**src/rtl/pc_pkg.sv**
```systemverilog
// Shared definitions for the fetch-stage PC generator: FSM states,
// instruction size and the target alignment helper.
package pc_pkg;

  typedef enum logic [0:0] {
    RUN  = 1'b0,
    PEND = 1'b1
  } pc_state_e;

  localparam int INSTR_BYTES = 4;

  // Works on a 64-bit container so every XLEN can share it.
  function automatic logic [63:0] align_pc(input logic [63:0] addr);
    return addr & ~64'h3;
  endfunction

endpackage

```
**src/rtl/pc_fetch_ctrl.sv**
```systemverilog
// Fetch-stage PC generator with delay-slot or flush redirect handling,
// stall-latched redirects and exception redirects.
module pc_fetch_ctrl
  import pc_pkg::*;
#(
  parameter int              XLEN       = 32,
  parameter logic [XLEN-1:0] RESET_VEC  = XLEN'(32'h0000_3000),
  parameter bit              DELAY_SLOT = 1'b1
) (
  input  logic            clk,
  input  logic            rst,
  input  logic            en,
  input  logic            redir_d,
  input  logic [XLEN-1:0] redir_tgt_d,
  input  logic            exc_valid,
  input  logic [XLEN-1:0] exc_tgt,
  output logic [XLEN-1:0] pc_f,
  output logic [XLEN-1:0] pc_plus4_f,
  output logic            flush_f,
  output logic            redir_pend
);

  localparam logic REDIR_FLUSH = ~DELAY_SLOT;

  pc_state_e       r_state, w_state_nxt;
  logic [XLEN-1:0] r_pc, w_pc_nxt;
  logic [XLEN-1:0] r_pend_tgt, w_pend_tgt_nxt;
  logic            r_held, w_held_nxt;
  logic            r_flush, w_flush_nxt;
  logic [XLEN-1:0] w_redir_tgt_al;
  logic [XLEN-1:0] w_exc_tgt_al;
  logic            w_new_redir;

  assign w_redir_tgt_al = XLEN'(align_pc(64'(redir_tgt_d)));
  assign w_exc_tgt_al   = XLEN'(align_pc(64'(exc_tgt)));
  // A redirect already applied stays ignored until redir_d drops.
  assign w_new_redir    = redir_d & ~r_held;

  // Next-state, next-PC and flush decision.
  always_comb begin
    w_state_nxt    = r_state;
    w_pc_nxt       = r_pc;
    w_pend_tgt_nxt = r_pend_tgt;
    w_held_nxt     = r_held & redir_d;
    w_flush_nxt    = 1'b0;
    if (exc_valid) begin
      w_pc_nxt       = w_exc_tgt_al;
      w_flush_nxt    = 1'b1;
      w_state_nxt    = RUN;
      w_pend_tgt_nxt = '0;
      w_held_nxt     = redir_d;
    end else begin
      case (r_state)
        PEND: begin
          if (en) begin
            w_pc_nxt    = r_pend_tgt;
            w_flush_nxt = REDIR_FLUSH;
            w_state_nxt = RUN;
            w_held_nxt  = redir_d;
          end else begin
            w_state_nxt = PEND;
          end
        end
        RUN: begin
          if (en && w_new_redir) begin
            w_pc_nxt    = w_redir_tgt_al;
            w_flush_nxt = REDIR_FLUSH;
            w_held_nxt  = 1'b1;
          end else if (en) begin
            w_pc_nxt = r_pc + XLEN'(INSTR_BYTES);
          end else if (w_new_redir) begin
            w_pend_tgt_nxt = w_redir_tgt_al;
            w_state_nxt    = PEND;
          end else begin
            w_state_nxt = RUN;
          end
        end
        default: begin
          w_state_nxt = RUN;
        end
      endcase
    end
  end

  // State registers with synchronous reset.
  always_ff @(posedge clk) begin
    if (rst) begin
      r_state    <= RUN;
      r_pc       <= RESET_VEC;
      r_pend_tgt <= '0;
      r_held     <= 1'b0;
      r_flush    <= 1'b0;
    end else begin
      r_state    <= w_state_nxt;
      r_pc       <= w_pc_nxt;
      r_pend_tgt <= w_pend_tgt_nxt;
      r_held     <= w_held_nxt;
      r_flush    <= w_flush_nxt;
    end
  end

  assign pc_f       = r_pc;
  assign pc_plus4_f = r_pc + XLEN'(INSTR_BYTES);
  assign flush_f    = r_flush;
  assign redir_pend = (r_state == PEND);

endmodule
```
**config.mk**
```make
export PLATFORM = sky130hd
export DESIGN_NAME = pc_fetch_ctrl
export DESIGN_NICKNAME = d
export VERILOG_FILES = /design/src/rtl/pc_pkg.sv /design/src/rtl/pc_fetch_ctrl.sv
export SDC_FILE = /design/constraint.sdc
export NUM_CORES = 1
export LEC_CHECK = 0
export BUFFER_PORTS_ARGS = -buffer_cell sky130_fd_sc_hd__buf_4
export CORE_AREA = 4 4 120 122
export CTS_CLUSTER_SIZE = 12
export DETAILED_ROUTE_END_ITERATION = 8
export DIE_AREA = 0 0 124 126
export SYNTH_ARGS = -nofsm -noshare
export SYNTH_HDL_FRONTEND = slang
export SYNTH_SLANG_ARGS = --single-unit
```
**constraint.sdc**
```tcl
create_clock -name clk -period 2.8 [get_ports clk]
set_input_delay 0.56 -clock clk [delete_from_list [all_inputs] [get_ports clk]]
set_output_delay 0.56 -clock clk [all_outputs]
set_load 0.01 [all_outputs]
```
== Yosys cells after proc, flatten, opt, wreduce, memory -nomap -nowiden ==
Index checks and enable logic that the tools add are counted.

* Bits in registers: 65
* Input port bits: 69
* Logic and storage cells: 37

* Add/subtract/negate cells: 1
* Eq/ne operators: 4
* Bitwise logic cells: 6
* Reduce and logical (&&, ||, !) cells: 5
* Muxes and demuxes: 15

{| class="wikitable"
|+ Operator list
! cell !! number
|-
| two-way mux 32 bit || 4
|-
| one-hot mux 32 bit (2 select lines) || 1
|-
| adder 32 x 3 -> 32 bit (second input constant) || 1
|-
| two-way mux 1 bit || 8
|-
| inequality test 3 bit (second input constant) || 2
|-
| inequality test 4 bit (second input constant) || 1
|-
| NOT 1 bit || 4
|-
| one-hot mux 1 bit (2 select lines) || 2
|-
| AND reduction 2 bit || 2
|-
| AND reduction 4 bit || 1
|-
| bitwise AND 1 bit || 2
|-
| inequality test 2 bit (second input constant) || 1
|-
| OR reduction 2 bit || 1
|-
| logical AND 1 bit || 1
|}

== Longest topological paths before layout ==
* Word-level depth: 6
* Gate-level depth with buffers: 8
* Depth with buffers taken out: 6

== Least setup slack after synthesis ==
OpenSTA, ideal clock, no wires.

* Path kind: reg2out
* Start point: register r_pc[2] (netlist: pc_f[2])
* End point: output pc_plus4_f[24]
* Arrival time: 1.916 ns
* Path slack: 0.324 ns
* Path buffers: 1
* Data required time: 2.240 ns
* Stages on the path, launching flop included: 7
* Cell sequence: dfxtp_1 > ha_1 > nand3_1 > or4_4 > buf_6 > or4_4 > nand2_1

* Word-level cells in the longest chain between the ends: 1

{| class="wikitable"
|+ RTL lines
! element !! line !! text
|-
| start, declared || pc_fetch_ctrl.sv:26 || <nowiki>logic [XLEN-1:0] r_pc, w_pc_nxt;</nowiki>
|-
| start signal, assigned || pc_fetch_ctrl.sv:95 || <nowiki>r_pc <= w_pc_nxt;</nowiki>
|-
| adder 32 x 3 -> 32 bit || pc_fetch_ctrl.sv:103 || <nowiki>assign pc_plus4_f = r_pc + XLEN'(INSTR_BYTES);</nowiki>
|-
| end, declared || pc_fetch_ctrl.sv:18 || <nowiki>output logic [XLEN-1:0] pc_plus4_f,</nowiki>
|}

No other way between the ends.

== Worst setup path after layout ==
Ends and elaborated chain as after synthesis.

==> results.md <==
| Parameter | Value | Unit |
|:---|:---|:---|
| Initial core utilization | 29.8 | % |
| Setup repair after global routing missed its margin | true | - |
| Synth cell count leaders | sky130_fd_sc_hd__nand2_1 (83), sky130_fd_sc_hd__a21oi_1 (70), sky130_fd_sc_hd__dfxtp_1 (65), sky130_fd_sc_hd__nor2_1 (42), sky130_fd_sc_hd__clkbuf_1 (39) | - |
| Post-synth cell types | 58 | - |
| Synthesized instance count | 539 | - |
| Clock Latency Late Sink | 0.34 | ns |
| Logic depth of the worst register-to-register path | 7 | - |
| Buffer type at the clock tree root | sky130_fd_sc_hd__clkbuf_16 | - |
| Post-synth top area cell | sky130_fd_sc_hd__dfxtp_1 | - |
| Kind of capture point of the worst setup path | output port | - |
| CP Cell Sequence | ha_4 > nand3_4 > or4_4 > or4_4 > nand2_2 > buf_6 | - |
| Crit start category | flop | - |
| Final core utilization | 42.1 | % |
| Predominant post-synthesis flop cell | sky130_fd_sc_hd__dfxtp_1 | - |
| Library cell contributing the largest single delay on the critical path | sky130_fd_sc_hd__or4_4 | - |
| Critical Path Max Stage Delay | 0.63 | ns |
| LEAKAGE | 2.20 | nW |
| Antenna Cells | 0 | - |
| Remaining design rule violation count | 0 | - |
| Library cell with the highest instance count after synthesis | sky130_fd_sc_hd__nand2_1 | - |
| CTS tree | yes | - |
| Count of fill cells added during filler insertion | 1327 | - |
| Total wire length after detailed routing | 15.5 | mm |
| Mean routed wirelength per cell | 18.3 | um |
| Buffers plus inverters on the worst setup path | 1 | - |
| Number of setup violations in the final report | 1 | - |
| Fraction of final layout cells sized beyond drive strength 1 | 32.0 | % |
| Post-synth top area share | 33.2 | % |
| Final worst path period share | 101 | % |
| I/O pin cnt | 135 | - |
| R2r startpoint | pc_f[2]$_SDFFE_PP0P_ | - |
| Maximum clock insertion buffer count | 2 | - |
| Height of the die | 126 | um |
| Synthesized area | 3930 | um2 |
| Slack of the critical path | -0.0211 | ns |
| DIE AREA | 15600 | um2 |
| Maximum number of pins on one net before global-route repair | 35 | - |
| Cells on Worst Hold Path | 2 | - |
| Input/output buffers | 130 | - |
| Final Slew Violations | 0 | - |
| Worst slew slack as a fraction of its limit | 16.2 | % |
| Area growth from synthesis to layout | 41.6 | % |
| Outcome | finished, violations left | - |
| Yosys reg bits | 65 | - |
| Critical path arrival | 2.26 | ns |
| Reg-to-reg setup timing slack | 0.61 | ns |
| Post-Synthesis Net Count | 609 | - |
| Path class of the lowest-slack min-delay path | input pin to flop | - |
| Post-Synth Simple-Gate Area | 27.5 | % |
| Number of routed nets with antenna violations | 0 | - |
| TritonCTS Buffers | 9 | - |
| 1st-pass router iterations | 5 | - |
| Capturing point of the worst reg2reg path | pc_f[30]$_SDFFE_PP0P_ | - |
| Worst Skew | 0.00721 | ns |
| Post-layout minimum cycle time | 2.82 | ns |
| Area fraction in compound gates after synthesis | 25.5 | % |
| Cells after DPL | 822 | - |
| Fraction of the yosys area taken by sequential cells | 33.2 | % |
| All-layer global routing usage | 19.2 | % |
| Final GP Congestion | 0.895 | - |
| Quantity of hold-fixing buffers added after cts | 0 | - |
| Worst hold slack across all endpoints | 0.448 | ns |
| Half-perimeter wire length of the detailed placement result | 11.0 | mm |
| Share of the synthesized netlist area taken by xor and xnor gates | 5.80 | % |
| Drt first-iter violations | 361 | - |
| Core ar. | 13200 | um2 |
| Max rail drop VDD | 0.000238 | V |
| Crit Path Category | flop to output port | - |
| Cell area power density | 475 | nW/um2 |
| Critical path data required time | 2.24 | ns |
| Row count | 42 | - |
| Antenna violations before repair | 0 | - |
| Ys Warns | 0 | - |
| Clock-pin slew on the worst setup and hold paths | 0.05 | ns |
| Top cell by count, worst path | sky130_fd_sc_hd__or4_4 | - |
| Number of nets in the final layout | 734 | - |
| Power after layout | 2.64 | mW |
| Count of flip-flops with a built-in enable after synthesis | 0 | - |
| Start point of the worst min-delay path | exc_tgt[13] | - |
| Highest fanout seen on the critical path | 8 | - |
| Fraction of registers with async set/reset | 0 | % |
| Chip Width | 124 | um |
| H-tree level count | 3 | - |
| Layout Cells excl Fill | 845 | - |
| Worst-Margin Slew | 1.26 | ns |
| Highest Clock Rate | 354 | MHz |
| Sink of the worst hold path | pc_f[13]$_SDFFE_PP1P_ | - |
| Via count of the first global-routing pass | 4237 | - |
| Final Hold Vio Count | 0 | - |
| Gate family responsible for the most delay along the worst path | simple AND/OR/NAND/NOR gates | - |
| Number of maximum-capacitance violations | 0 | - |
| Cells taking the most area after synthesis | sky130_fd_sc_hd__dfxtp_1 (33%), sky130_fd_sc_hd__a21oi_1 (8.9%), sky130_fd_sc_hd__nand2_1 (7.9%), sky130_fd_sc_hd__nor2_1 (4.0%), sky130_fd_sc_hd__clkbuf_1 (3.7%) | - |
| Per-cell via count in the routed design | 5.42 | - |
| Post-synthesis share of cell area spent on full adders, half adders and majority gates | 0.319 | % |
| Violations in the final reports | negative setup slack | - |
| Number of clock sinks | 65 | - |
| Combinational family with the most area after synthesis | simple AND/OR/NAND/NOR gates | - |
| Mux contribution to synthesized area | 0.510 | % |
| Worst setup slack after placement | 0.216 | ns |
| Global-route wire length before repair | 23.4 | mm |
| Post-synthesis average cell area | 7.28 | um2 |
| GR Overflow Total | 0 | - |
| DR vias | 4582 | - |
==> layer usage <==
| metal | vias up | wire [um] | GRT usage (%) | share of wire, % |
|---|---|---|---|---|
| li1 | 2156 | - | - | - |
| met1 | 2181 | 6620 | 27.0 | 43 |
| met2 | 204 | 6970 | 28.3 | 45 |
| met3 | 41 | 1390 | 3.72 | 8.9 |
| met4 | 0 | 500 | 8.44 | 3.2 |
| met5 | - | 0 | 0 | 0 |
==> cells in the final DEF, fill, tap and decap left out, drive strengths merged, types with 13 or more instances in the layout <==
cell type / synthesis / layout
inv: 23 / 23
dfxtp: 65 / 65
a211oi: 15 / 15
nand2: 83 / 83
nor3: 16 / 16
buf: 8 / 161
xnor2: 14 / 14
a21oi: 71 / 71
nand3: 18 / 18
nor2: 42 / 42
clkbuf: 39 / 13
==> worst max path at each step <==
stage,end,cells after the start,from
2_1_floorplan,pc_plus4_f[24],6,pc_f[2]$_SDFFE_PP0P_
3_3_place_gp,pc_plus4_f[24],6,pc_f[3]$_SDFFE_PP0P_
3_5_place_dp,pc_plus4_f[24],6,pc_f[3]$_SDFFE_PP0P_
4_1_cts,pc_plus4_f[24],6,pc_f[3]$_SDFFE_PP0P_
5_1_grt,pc_plus4_f[24],6,pc_f[2]$_SDFFE_PP0P_
6_report,pc_plus4_f[24],6,pc_f[2]$_SDFFE_PP0P_
==> power by group <==
group	total, mW	switching [mW]	internal [mW]	leakage, nW
Combinational	0.560	0.297	0.263	1.52
Clock	1.06	0.413	0.643	0.139
Sequential	1.02	0.0537	0.970	0.536
==> through the flow <==
stage | instance area, um2 | setup TNS, ns
after detailed placement | 5110 | 0
after CTS | 5470 | 0
after floorplan | 3930 | 0
final | 5560 | -0.0211
after global routing | 5560 | -0.148
after global placement | 5110 | 0
==> cell type report <==
| cell class | count | area [um2] | area share (%) |
|---|---|---|---|
| Clock buffer | 13 | 260 | 4.68 |
| Tap cell | 176 | 220 | 3.96 |
| Clock inverter | 3 | 15.0 | 0.270 |
| Multi-Input combinational cell | 403 | 2440 | 43.9 |
| Timing Repair Buffer | 161 | 1210 | 21.8 |
| Inverter | 24 | 90.1 | 1.62 |
| Sequential cell | 65 | 1320 | 23.7 |
==> logic make-up after synthesis <==
logic type / count (synthesis)
buffers and inverters: 71
xor gates and xnor gates: 26
and+or+nand+nor: 221
adders and majority gates: 1
muxes: 2
DFF: 65
AOI/OAI and AO/OA: 153
==> what timing repair did <==
item | in CTS | in global routing
setup endpoints to repair | 7 | 9
buffers inserted | 4 | 3
pin swaps | 4 | 5
hold endpoints to repair | 0 | 0
gates resized for setup | 17 | 14
==> state kept, by name, indices dropped and copies added, names as in the netlist <==
name and flops:
redir_pend 1, r_held 1, flush_f 1, r_pend_tgt 30, pc_f 32
Note: power is estimated with default switching activity, not from simulation.
